===== src/rtl/uart_cmd_frame_tx.sv =====
// UART command-frame transmitter: buffers a payload, then sends head, type, len, payload
// into the Uart_Drive user TX handshake. Define UART_CMD_CSUM_EN to append a mod-256 checksum byte.

module uart_cmd_frame_tx #(
   parameter int         P_MAX_LEN = 16,
   parameter logic [7:0] P_HEAD    = 8'h55,
   localparam int        LW        = $clog2(P_MAX_LEN + 1)
) (
   input  logic          i_clk,
   input  logic          i_rst,
   input  logic [7:0]    i_cmd_type,
   input  logic [LW-1:0] i_cmd_len,
   input  logic          i_cmd_valid,
   output logic          o_cmd_ready,
   input  logic [7:0]    i_pld_data,
   input  logic          i_pld_valid,
   output logic          o_pld_ready,
   output logic [7:0]    o_tx_data,
   output logic          o_tx_valid,
   input  logic          i_tx_ready,
   output logic          o_busy,
   output logic          o_done,
   output logic          o_err
);

   // Every handshake (cmd, pld, tx) transfers on a rising edge where valid and ready are both 1;
   // a source holds its data stable until that edge, and ready never depends combinationally on valid.

   localparam int IW    = (P_MAX_LEN > 1) ? $clog2(P_MAX_LEN) : 1;
   localparam int DEPTH = 1 << IW;

`ifdef UART_CMD_CSUM_EN
   typedef enum logic [2:0] {S_IDLE, S_LOAD, S_HEAD, S_TYPE, S_LEN, S_DATA, S_CSUM} state_t;
`else
   typedef enum logic [2:0] {S_IDLE, S_LOAD, S_HEAD, S_TYPE, S_LEN, S_DATA} state_t;
`endif

   state_t          r_state;
   state_t          w_state_nxt;
   logic [7:0]      r_type;
   logic [LW-1:0]   r_len;
   logic [IW-1:0]   r_wr_idx;
   logic [IW-1:0]   r_rd_idx;
   logic [7:0]      r_buf [0:DEPTH-1];

   logic            r_cmd_ready, r_pld_ready, r_tx_valid, r_busy, r_done, r_err;
   logic [7:0]      r_tx_data;
   logic            w_cmd_ready_nxt, w_pld_ready_nxt, w_tx_valid_nxt, w_busy_nxt, w_done_nxt, w_err_nxt;
   logic [7:0]      w_tx_data_nxt;

   logic            w_cmd_acc, w_pld_acc, w_tx_acc, w_len_bad, w_wr_last, w_rd_last;
   logic [LW-1:0]   w_last_idx;
   logic [IW-1:0]   w_rd_inc;

   assign w_cmd_acc  = i_cmd_valid & r_cmd_ready;
   assign w_pld_acc  = i_pld_valid & r_pld_ready;
   assign w_tx_acc   = r_tx_valid & i_tx_ready;
   assign w_len_bad  = (i_cmd_len == '0) || (i_cmd_len > LW'(P_MAX_LEN));
   assign w_last_idx = r_len - LW'(1);
   assign w_wr_last  = (LW'(r_wr_idx) == w_last_idx);
   assign w_rd_last  = (LW'(r_rd_idx) == w_last_idx);
   assign w_rd_inc   = r_rd_idx + IW'(1);

`ifdef UART_CMD_CSUM_EN
   logic [7:0] r_csum;
   logic [7:0] w_csum_add;
   assign w_csum_add = r_csum + r_tx_data;
`endif

   always_comb begin
      w_state_nxt   = r_state;
      w_tx_data_nxt = r_tx_data;
      w_done_nxt    = 1'b0;
      w_err_nxt     = 1'b0;
      case (r_state)
         S_IDLE: begin
            if (w_cmd_acc) begin
               if (w_len_bad) w_err_nxt = 1'b1;
               else           w_state_nxt = S_LOAD;
            end
         end
         S_LOAD: begin
            if (w_pld_acc && w_wr_last) begin
               w_state_nxt   = S_HEAD;
               w_tx_data_nxt = P_HEAD;
            end
         end
         S_HEAD: begin
            if (w_tx_acc) begin
               w_state_nxt   = S_TYPE;
               w_tx_data_nxt = r_type;
            end
         end
         S_TYPE: begin
            if (w_tx_acc) begin
               w_state_nxt   = S_LEN;
               w_tx_data_nxt = 8'(r_len);
            end
         end
         S_LEN: begin
            if (w_tx_acc) begin
               w_state_nxt   = S_DATA;
               w_tx_data_nxt = r_buf[{IW{1'b0}}];
            end
         end
         S_DATA: begin
            if (w_tx_acc) begin
               if (w_rd_last) begin
`ifdef UART_CMD_CSUM_EN
                  w_state_nxt   = S_CSUM;
                  w_tx_data_nxt = w_csum_add;
`else
                  w_state_nxt = S_IDLE;
                  w_done_nxt  = 1'b1;
`endif
               end else begin
                  w_tx_data_nxt = r_buf[w_rd_inc];
               end
            end
         end
`ifdef UART_CMD_CSUM_EN
         S_CSUM: begin
            if (w_tx_acc) begin
               w_state_nxt = S_IDLE;
               w_done_nxt  = 1'b1;
            end
         end
`endif
         default: w_state_nxt = S_IDLE;
      endcase
      // Outputs are registered images of the next state, so they change exactly on the transition edge.
      w_cmd_ready_nxt = (w_state_nxt == S_IDLE) && !w_err_nxt;
      w_pld_ready_nxt = (w_state_nxt == S_LOAD);
      w_busy_nxt      = (w_state_nxt != S_IDLE);
      w_tx_valid_nxt  = w_busy_nxt && (w_state_nxt != S_LOAD);
   end

   always_ff @(posedge i_clk or posedge i_rst) begin
      if (i_rst) begin
         r_state     <= S_IDLE;
         r_type      <= '0;
         r_len       <= '0;
         r_wr_idx    <= '0;
         r_rd_idx    <= '0;
         r_cmd_ready <= 1'b0;
         r_pld_ready <= 1'b0;
         r_tx_valid  <= 1'b0;
         r_tx_data   <= '0;
         r_busy      <= 1'b0;
         r_done      <= 1'b0;
         r_err       <= 1'b0;
      end else begin
         r_state     <= w_state_nxt;
         r_cmd_ready <= w_cmd_ready_nxt;
         r_pld_ready <= w_pld_ready_nxt;
         r_tx_valid  <= w_tx_valid_nxt;
         r_tx_data   <= w_tx_data_nxt;
         r_busy      <= w_busy_nxt;
         r_done      <= w_done_nxt;
         r_err       <= w_err_nxt;
         if (w_cmd_acc) begin
            r_type   <= i_cmd_type;
            r_len    <= i_cmd_len;
            r_wr_idx <= '0;
         end
         if (w_pld_acc) r_wr_idx <= r_wr_idx + IW'(1);
         if (w_tx_acc && r_state == S_LEN)       r_rd_idx <= '0;
         else if (w_tx_acc && r_state == S_DATA) r_rd_idx <= w_rd_inc;
      end
   end

`ifdef UART_CMD_CSUM_EN
   always_ff @(posedge i_clk or posedge i_rst) begin
      if (i_rst) begin
         r_csum <= '0;
      end else if (w_cmd_acc) begin
         r_csum <= '0;
      end else if (w_tx_acc && (r_state == S_TYPE || r_state == S_LEN || r_state == S_DATA)) begin
         r_csum <= w_csum_add;
      end
   end
`endif

   // Payload storage needs no reset: it is always rewritten before it is read.
   always_ff @(posedge i_clk) begin
      if (w_pld_acc) r_buf[r_wr_idx] <= i_pld_data;
   end

   assign o_cmd_ready = r_cmd_ready;
   assign o_pld_ready = r_pld_ready;
   assign o_tx_data   = r_tx_data;
   assign o_tx_valid  = r_tx_valid;
   assign o_busy      = r_busy;
   assign o_done      = r_done;
   assign o_err       = r_err;

endmodule


===== config.mk =====
export PLATFORM = sky130hd
export DESIGN_NAME = uart_cmd_frame_tx
export DESIGN_NICKNAME = d
export VERILOG_FILES = /design/src/rtl/uart_cmd_frame_tx.sv
export SDC_FILE = /design/constraint.sdc
export NUM_CORES = 1
export LEC_CHECK = 0
export CORE_ASPECT_RATIO = 1.25
export CORE_MARGIN = 3
export CORE_UTILIZATION = 50
export CTS_BUF_LIST = sky130_fd_sc_hd__clkbuf_4 sky130_fd_sc_hd__clkbuf_8 sky130_fd_sc_hd__clkbuf_16
export DETAILED_ROUTE_END_ITERATION = 16
export PLACE_DENSITY = 0.75
export SLEW_MARGIN = 10
export SYNTH_ARGS = -nofsm -noshare
export SYNTH_HDL_FRONTEND = slang
export SYNTH_SLANG_ARGS = --single-unit

===== constraint.sdc =====
create_clock -name i_clk -period 2.3 [get_ports i_clk]
set_clock_uncertainty 0.1 [all_clocks]
set_input_delay 0.46 -clock i_clk [delete_from_list [all_inputs] [get_ports i_clk]]
set_output_delay 0.46 -clock i_clk [all_outputs]
set_load 0.1 [all_outputs]

* Word level (Yosys, flattened, before mapping)
Memory sizes are Yosys's and may differ from the RTL's.
Index checks and enable logic that the tools add are counted.
** Storage, ports and cells
- Word-level logic and storage cells :: 78
- Memories :: 1
- Register bits after elaboration :: 38
- Bits in writable memories :: 128
** Cells by class
- Order comparisons :: 1
- Reduce and logical (&&, ||, !) cells :: 15
- Muxes and demuxes :: 28
- Bitwise logic cells :: 3
- Add/subtract/negate cells :: 3
- Equality and inequality tests :: 15
** Memory list
- r_buf :: depth 16, width 8, read ports 2, clocked after Yosys merged registers in 0, wr ports 1, RTL line 44 : logic [7:0] r_buf [0:DEPTH-1];
** Operator list (count)
- 8-bit two-way mux :: 6
- 8-bit one-hot mux with 5 select lines :: 1
- 3-bit two-way mux :: 8
- 3-bit one-hot mux with 6 select lines :: 1
- 4-bit two-way mux :: 4
- 2-bit inequality test, second input constant :: 6
- 4-bit by 5-bit == test with 1-bit output :: 2
- 4-bit by 1-bit adder with 4-bit output, second input constant :: 2
- 1-bit two-way mux :: 8
- 7-bit AND reduction :: 1
- 3-bit by 1-bit == test with 1-bit output, second input constant :: 2
- 3-bit by 2-bit == test with 1-bit output, second input constant :: 2
- 3-bit == test, second input constant :: 2
- 3-bit zero test :: 2
- 5-bit greater-than comparator, second input constant :: 1
- 1-bit logical AND :: 5
- 5-bit zero test :: 1
- 5-bit nonzero test :: 1
- 5-bit by 1-bit subtractor with 5-bit output, second input constant :: 1
- 2-bit nonzero test :: 2
- 1-bit bitwise AND :: 3
- 3-bit by 1-bit inequality test with 1-bit output, second input constant :: 1
- 3-bit nonzero test :: 1
- 1-bit zero test :: 1
- 1-bit logical OR :: 1

* Depth between registers and ports, before layout
Gate-level depths: netlist (run 1).
- Word-level depth :: 7
- Mapped depth :: 9
- Mapped depth without buffers :: 8

* Least setup slack after synthesis (run 1)
No wires, ideal clock.
- Path type :: register to register
- Start point :: register r_pld_ready (netlist: o_pld_ready)
- End point :: register r_tx_data[0] (netlist: o_tx_data[0])
- Path slack :: -0.422 ns
- Data arrival time :: 2.497 ns
- Cell stages (with the launch flop) :: 8
- Cells stage by stage :: dfrtp_1 nand2_1 nor4_2 nand4_1 or3_1 o211a_1 buf_6 mux2_4
** Between the ends
- Cells in the longest elaborated chain, start to end :: 4
** RTL lines
- from (decl) :: RTL line 46 : logic r_cmd_ready, r_pld_ready, r_tx_valid, r_busy, r_done, r_err;
- from (signal assigned) :: RTL line 155 : r_pld_ready <= w_pld_ready_nxt;
- 1-bit bitwise AND :: RTL line 56 : assign w_pld_acc = i_pld_valid & r_pld_ready;
- 1-bit logical AND :: RTL line 83 : if (w_pld_acc && w_wr_last) begin
- 2-bit inequality test (no source line)
- 7-bit AND reduction (no source line)
- to (signal assigned) :: RTL line 157 : r_tx_data <= w_tx_data_nxt;
- to (decl) :: RTL line 47 : logic [7:0] r_tx_data;
Every way passes these cells.
A chain may end at the register's enable or synchronous reset.

* Worst setup path after layout (run 1)
- Start point :: register r_len[1]
- End point :: register r_tx_data[0] (netlist: o_tx_data[0])
** Between the ends
- Cells in the longest elaborated chain, start to end :: 5
- Elaborated cells between the ends (all ways) :: 7
- Classes of those cells :: add/sub: 1; eq/ne: 4; reduce/logical: 2
** RTL lines
- from (decl) :: RTL line 41 : logic [LW-1:0] r_len;
- from (signal assigned) :: RTL line 163 : r_len <= i_cmd_len;
- 5-bit by 1-bit subtractor with 5-bit output (*) :: RTL line 59 : assign w_last_idx = r_len - LW'(1);
- 4-bit by 5-bit == test with 1-bit output :: RTL line 60 : assign w_wr_last = (LW'(r_wr_idx) == w_last_idx);
- 1-bit logical AND :: RTL line 83
- 2-bit inequality test (no source line)
- 7-bit AND reduction (no source line) (*)
Mark *: on every way between the ends. The rest lies on a longest branch, timed or not.

==> reports/qor.csv, run 1 <==
metric,value,unit
status,"complete, but fails checks",
failing checks,setup timing,
DRC,0,
CORE AREA,13470,µm²
cell family with most CP delay,simple AND/OR/NAND/NOR gates,
Mapped Cells,432,
Synth top area share,54.76,%
Post-synth EDFFs,128,
CTS Root Cell,clkbuf_16,
initial antenna violation count,0,
Sw Share,33.56,%
CP max-delay cell,dfrtp_1,
Startpoint Class,flop,
Sink Count,166,
Die W,112.0,µm
vias in the first global route,4391,
Post-Syn Area,7019,µm²
TritonCTS Buffers,17,
Setup crit end kind,flop,
"FF+latch count, synth",166,
"Seq/Total Area, Yosys",68.31,%
vias per inst,5.898,
Worst Setup Path Type,reg2reg,
top cell type by total area after synthesis,edfxtp_1,
Core Rows,47,
"Async S/R FF share, synth",22.89,%
share of layout cells above drive strength 1,32.78,%
"Slew Viols, Final",0,
Least-Margin Pin Slew,0.7190,ns
"Top FF cell, synth",edfxtp_1,
Hold Fails Final Rpt,0,
Tmin final,2.312,ns
Netlist cell types,49,
largest net degree at the start of global routing,39,
WL final,15230,µm
setup TNS,-0.01231,ns
RSZ-0062 raised after global routing,yes,
final worst-path cycle share,100.5,%
placed cell count,680,
"worst slack, placed",-0.2421,ns
clock-pin slew on the worst setup and hold paths,0.06,ns
wire per inst,21.25,µm
clock latency on the worst-skew pair,0.43,ns
TritonRoute pass-1 iters,6,
Max clock buf depth,2,
Comb power frac,36.4,%
Die Span Y,138.5,µm
DR iter-0 viols,347,
Clk pwr share,26.8,%
endpoints failing setup,1,
cts-stage hold buffer count,0,
net switching power,3560,µW
crit path max fanout,5,
Die Area,15510,µm²
Ys Warns,0,
"Net count, final",565,
worst vdd ir,0.001099,V
maximum clock frequency,432.5,MHz
Seq pwr share,36.8,%
H-tree levels,4,
HP Class,in2async,
io pins,40,
fillcell total,884,
Port-buffer cells,39,
DRT antenna net count,0,
crit path buf inv count,2,
Tot Pwr,10610,µW
vias after detailed routing,4229,
hpwl dp,10310,µm
area growth from synthesis to layout,27.11,%
global-route wire length before repair,24090,µm
final setup margin,-0.01231,ns
pwr/cell area,1189,nW/µm²
Critical Path Max Stage Delay,0.39,ns
GR Util All Layers,20.38,%
Worst EP required,2.51,ns
"Critical Path, Cell by Cell","inv_2, ha_4, buf_4, xor2_1, xnor2_1, nand4_1, or3_4, o211a_4, mux2_4",
P_int,7046,µW
routability cong.,0.8599,
WP data arrival,2.52,ns
Diodes inserted,0,
worst rel slew slack,51.96,%
leakage,0.003168,µW
syn_area_per_cell,16.25,µm²
gr ovfl total,0,
Initial Util,52.12,%
CTS tree,yes,
Mapped Nets,464,
leading post-synthesis cells by cell area,"edfxtp_1 55%, dfrtp_1 14%, mux4_2 10%",
Final Non-Filler Cells,717,
worst-case hold slack,0.3522,ns
max_cap viols,0,
==> final cells by class <==
cell class | instances | area (µm²) | area share, %
sequential | 166 | 4801 | 53.81
multi-input combinational | 237 | 2192 | 24.57
clock inverter | 12 | 140.1 | 1.571
inverter | 9 | 33.78 | 0.3786
clock buffer | 20 | 460.4 | 5.161
tap | 171 | 214.0 | 2.398
timing repair buffer | 102 | 1081 | 12.12
==> kinds of logic (layout without fill, tap and decap cells) <==
family | count (synthesis) | after routing | share of synthesized area [%]
xor gates and xnor gates | 17 | 17 | 2.121
and+or+nand+nor | 100 | 100 | 7.023
adders and majority gates | 6 | 6 | 1.069
DFF | 166 | 166 | 68.31
AOI/OAI and AO/OA | 57 | 57 | 5.366
muxes | 57 | 57 | 14.14
buffers and inverters | 29 | 143 | 1.979
==> placed cells by master (no fill, tap or decap), types with 4 or more instances in the layout <==
master	count
a21oi_1	11
and2_1	17
buf_12	19
buf_4	54
buf_6	4
clkbuf_16	17
clkdlybuf4s50_1	25
dfrtp_1	35
edfxtp_1	128
ha_1	4
inv_1	7
inv_6	4
mux2_2	13
mux2i_1	8
mux4_2	32
nand2_1	37
nand3_1	9
nor2_1	13
nor3_1	4
o21ai_0	16
o2bb2ai_1	4
xnor2_1	10
xor2_1	6
==> metrics by stage <==
step                utilization (%)  area (µm²)
floorplan                         -        7027
global placement              60.61        8162
detailed placement            60.61        8162
CTS                           65.49        8820
global route                  66.25        8922
finish                        66.25        8922
==> timing repair <==
| item | in CTS | in global routing |
|---|---|---|
| gates cloned | 0 | 0 |
| pin swaps | 2 | 7 |
| buffers inserted | 2 | 3 |
| resized for setup | 10 | 20 |
| endpoints found under the setup margin | 11 | 12 |
==> power groups by stage <==
stage | Combinational (µW) | Clock, µW | Sequential, µW
final | 3860 | 2840 | 3910
after global routing | 4100 | 2990 | 3940
after CTS | 3730 | 2880 | 3890
after detailed placement | 3620 | 0 | 3940
after global placement | 3550 | 0 | 3910
after floorplan | 1910 | 0 | 4450
==> final timing paths <==
| kind | start | end | slack [ns] | cells past startpoint |
|---|---|---|---|---|
| worst min-delay path | i_rst | r_len[4] | 0.35 | 3 |
| max in group asynchronous | i_rst | r_rd_idx[0] | 1.39 | 3 |
| min in group i_clk | o_tx_data[5] | o_tx_data[5] | 0.40 | 1 |
| worst min register to register | o_tx_data[5] | o_tx_data[5] | 0.40 | 1 |
| worst max-delay path | r_len[1] | o_tx_data[0] | -0.01 | 9 |
| worst max register to register | r_len[1] | o_tx_data[0] | -0.01 | 9 |
==> worst register-to-register path: cells and delay by family (launching register included) <==
kind	cells	cell delay, ns
fa+ha+maj	1	0.17
compound gates	1	0.18
simple gates	2	0.58
xor+xnor	2	0.29
flops	1	0.39
mux	1	0.30
buf+inv	2	0.19
==> registers in the layout (all words and copies together) (netlist names), 3 cells and up <==
name       flops
r_buf        128
o_tx_data      8
r_type         8
r_len          5
r_rd_idx       4
r_wr_idx       4
r_state        3
==> synth_stat cells (all sizes together), types with 2 or more instances <==
master   instances
edfxtp         128
dfrtp           38
nand2           37
mux4            32
o21ai           18
and2            17
mux2            14
buf             13
nor2            13
a21oi           11
mux2i           11
xnor2           11
nand3           10
inv              9
clkbuf           7
ha               6
xor2             6
nor3             5
o2bb2ai          4
a22oi            3
a2bb2oi          3
nor2b            3
or3              3
a2111oi          2
and3             2
nand2b           2
nand4            2
nor3b            2
nor4             2
o211ai           2
o22ai            2
==> routing by layer <==
| layer | global-route usage (%) | up-vias | part of all wire (%) | wire (µm) |
|---|---|---|---|---|
| li1 | - | 1869 | - | - |
| met1 | 25.45 | 2178 | 39 | 5973 |
| met2 | 34.90 | 153 | 53 | 8144 |
| met3 | 4.327 | 29 | 4.9 | 747 |
| met4 | 7.975 | 0 | 2.4 | 367 |
| met5 | 0 | - | 0 | 0 |
(Power assumes the default switching activity.)
==> run 2: changes to the inputs <==
--- a/config.mk
+++ b/config.mk
@@ -10,6 +10,7 @@
 export CORE_UTILIZATION = 50
 export CTS_BUF_LIST = sky130_fd_sc_hd__clkbuf_4 sky130_fd_sc_hd__clkbuf_8 sky130_fd_sc_hd__clkbuf_16
 export DETAILED_ROUTE_END_ITERATION = 16
+export GPL_TIMING_DRIVEN = 1
 export PLACE_DENSITY = 0.75
 export SLEW_MARGIN = 10
 export SYNTH_ARGS = -nofsm -noshare
==> results of run 2 <==
No change in the layout: final DEF, timing and power equal those of run 1.
==> run 3: changes to the inputs <==
--- a/config.mk
+++ b/config.mk
@@ -12,7 +12,8 @@
 export DETAILED_ROUTE_END_ITERATION = 16
 export GPL_TIMING_DRIVEN = 1
 export PLACE_DENSITY = 0.75
-export SLEW_MARGIN = 10
+export REMOVE_ABC_BUFFERS = 1
+export SLEW_MARGIN = 5
 export SYNTH_ARGS = -nofsm -noshare
 export SYNTH_HDL_FRONTEND = slang
 export SYNTH_SLANG_ARGS = --single-unit
==> run 3 against run 2 <==
Net effect:
- the flow now finishes without violations
- combinational power down 7.5%
- total power down 3.8%
- wire length is 1.1% lower
- via count is 3.7% lower
- sequential share of layout area increased by 1.4 points
- sequential cell count stayed put
- sequential power barely moved
- fmax rose by 4.4%
- die area is the same
- hold slack got worse by 0.0018 ns
- final cell count is 2.8% lower
- clock power shrank 5%
==> reports/qor.csv, run 3 (synthesized netlist as in run 1, its figures left out) <==
metric,value,unit,change
Die Span Y,138.5,µm,unchanged
Die W,112.0,µm,unchanged
clock-pin slew on the worst setup and hold paths,0.07,ns,was 0.06 ns
internal reg-to-reg setup slack,0.08,ns,was -0.01 ns
endpoints failing setup,0,,was 1
GR Util All Layers,20.45,%,was 20.38%
RSZ-0062 raised after global routing,yes,,unchanged
Tmin final,2.216,ns,was 2.312 ns
Clk pwr share,26.4,%,was 26.8%
status,completed,,"was complete, but fails checks"
post-layout instance area,8693,µm²,was 8922 µm²
Critical R2R Capture,o_tx_data[4],,was o_tx_data[0]
Sw Share,34.00,%,was 33.56%
"worst slack, placed",-0.1737,ns,was -0.2421 ns
max_cap viols,0,,unchanged
Die Area,15510,µm²,unchanged
global-route wire length before repair,23810,µm,"was 24,090 µm"
share of layout cells above drive strength 1,29.09,%,was 32.78%
final worst-path cycle share,96.34,%,was 100.5%
Port-buffer cells,39,,unchanged
vias in the first global route,4249,,"was 4,391"
wire per inst,21.61,µm,was 21.25 µm
gr ovfl total,0,,unchanged
maximum clock frequency,451.3,MHz,was 432.5 MHz
net switching power,3469,µW,was 3560 µW
Max clock buf depth,2,,unchanged
CORE AREA,13470,µm²,unchanged
HP Class,in2async,,unchanged
Tot Pwr,10200,µW,"was 10,610 µW"
Comb power frac,35.0,%,was 36.4%
RR Startpoint,r_rd_idx[1],,was r_len[1]
routability cong.,0.8624,,was 0.8599
CTS Root Cell,clkbuf_16,,unchanged
pwr/cell area,1174,nW/µm²,was 1189 nW/µm²
TritonCTS Buffers,17,,unchanged
Placed Instance Area,8050,µm²,was 8162 µm²
vias per inst,5.841,,was 5.898
CTS tree,yes,,unchanged
worst vdd ir,0.001136,V,was 0.001099 V
largest net degree at the start of global routing,39,,unchanged
area growth from synthesis to layout,23.85,%,was 27.11%
Sink Count,166,,unchanged
cts-stage hold buffer count,0,,unchanged
"leading cell types in the layout, fill and taps excluded","128 x edfxtp_1, 37 x nand2_1, 37 x dfrtp_1, 36 x buf_4, 32 x mux4_2",,"was 128 x edfxtp_1, 54 x buf_4, 37 x nand2_1, 35 x dfrtp_1, 32 x mux4_2"
TritonRoute pass-1 iters,5,,was 6
"commonest non-fill, non-tap cell in the layout",edfxtp_1,,unchanged
io pins,40,,unchanged
Setup crit end kind,flop,,unchanged
Diodes inserted,0,,unchanged
reg2reg path depth,7,,was 9
hpwl dp,10250,µm,"was 10,310 µm"
vias after detailed routing,4071,,"was 4,229"
Final Non-Filler Cells,697,,was 717
leakage,0.003046,µW,was 0.003168 µW
P_int,6733,µW,was 7046 µW
clock latency on the worst-skew pair,0.42,ns,was 0.43 ns
"Slew Viols, Final",0,,unchanged
Seq pwr share,38.7,%,was 36.8%
Worst EP required,2.52,ns,was 2.51 ns
DRC,0,,unchanged
initial antenna violation count,0,,unchanged
DR iter-0 viols,354,,was 347
final setup margin,0.08428,ns,was -0.01231 ns
Biggest register,r_buf,,unchanged
Startpoint Class,flop,,unchanged
Initial Util,52.12,%,unchanged
DRT antenna net count,0,,unchanged
number of flip-flops under the largest register name,128,,unchanged
placed cell count,664,,was 680
worst rel slew slack,51.73,%,was 51.96%
"Net count, final",545,,was 565
crit path max fanout,10,,was 5
Worst Setup Path Type,reg2reg,,unchanged
WP data arrival,2.43,ns,was 2.52 ns
WL final,15060,µm,"was 15,230 µm"
Core Rows,47,,unchanged
Least-Margin Pin Slew,0.7225,ns,was 0.7190 ns
Hold Fails Final Rpt,0,,unchanged
H-tree levels,4,,unchanged
==> run 3: cell types whose count changed in the layout (fill, tap and decap cells not counted), sizes merged <==
cell and change:
buf -20, clkinvlp +2, bufinv -1, clkbuf -1
==> run 3: what timing repair did <==
action,in CTS,in global routing
resized for setup,4,16
buffers inserted,0,1
endpoints found under the setup margin,2,12
pin swaps,0,5
endpoints found under the hold margin,0,0
==> run 3: how the worst max path moves through the flow <==
| stage | startpoint | to | slack (ns) |
|---|---|---|---|
| after floorplan | r_rd_idx[0] | o_tx_data[1] | -1.47 |
| after global placement | i_pld_valid | o_tx_data[0] | -0.15 |
| after detailed placement | r_rd_idx[0] | o_tx_data[1] | -0.17 |
| after CTS | r_len[0] | o_cmd_ready | 0.006 |
| after global routing | r_rd_idx[1] | o_tx_data[3] | -0.01 |
| final | r_rd_idx[1] | o_tx_data[4] | 0.08 |
==> run 3: metrics by stage <==
stage          TNS [ns]  util, %  hold WS, ns
6_report              0    64.55       0.3504
5_1_grt        -0.02019    64.55       0.3960
4_1_cts               0    64.05       0.3515
3_5_place_dp     -1.079    59.78       0.3939
3_3_place_gp    -0.9862    59.78       0.3839
2_1_floorplan    -11.59        -       0.3787
==> run 3: layout make-up <==
cell class	count	area [µm²]
Multi-Input combinational cell	237	2155
Timing Repair Buffer	82	932.1
Tap cell	171	214.0
Clock inverter	13	122.6
Fill cell	897	4773
Sequential cell	166	4796
Inverter	9	33.78
Clock buffer	19	440.4
==> run 3: worst max-delay path: stages (launching register included) <==
cell and delay [ns]:
dfrtp_1 0.39, ha_2 0.40, buf_4 0.22, mux4_2 0.33, nand2_1 0.09, a21oi_1 0.07, or3_1 0.38, a2bb2oi_1 0.13
==> run 3: power groups by stage <==
stage                     Combinational (µW)  Sequential [µW]  Clock, µW
after global routing                    3820             3980       2870
final                                   3570             3940       2690
after CTS                               3460             3920       2730
after detailed placement                3430             3980          0
after global placement                  3380             3950          0
after floorplan                         1620             4640          0
==> run 3: routing by layer <==
metal  wire (µm)  global-route usage [%]  up-vias
met3         887                   5.638       20
li1            -                       -     1834
met2        8112                   35.85      154
met1        5784                   24.47     2063
met5           0                       0        -
met4         278                   6.772        0
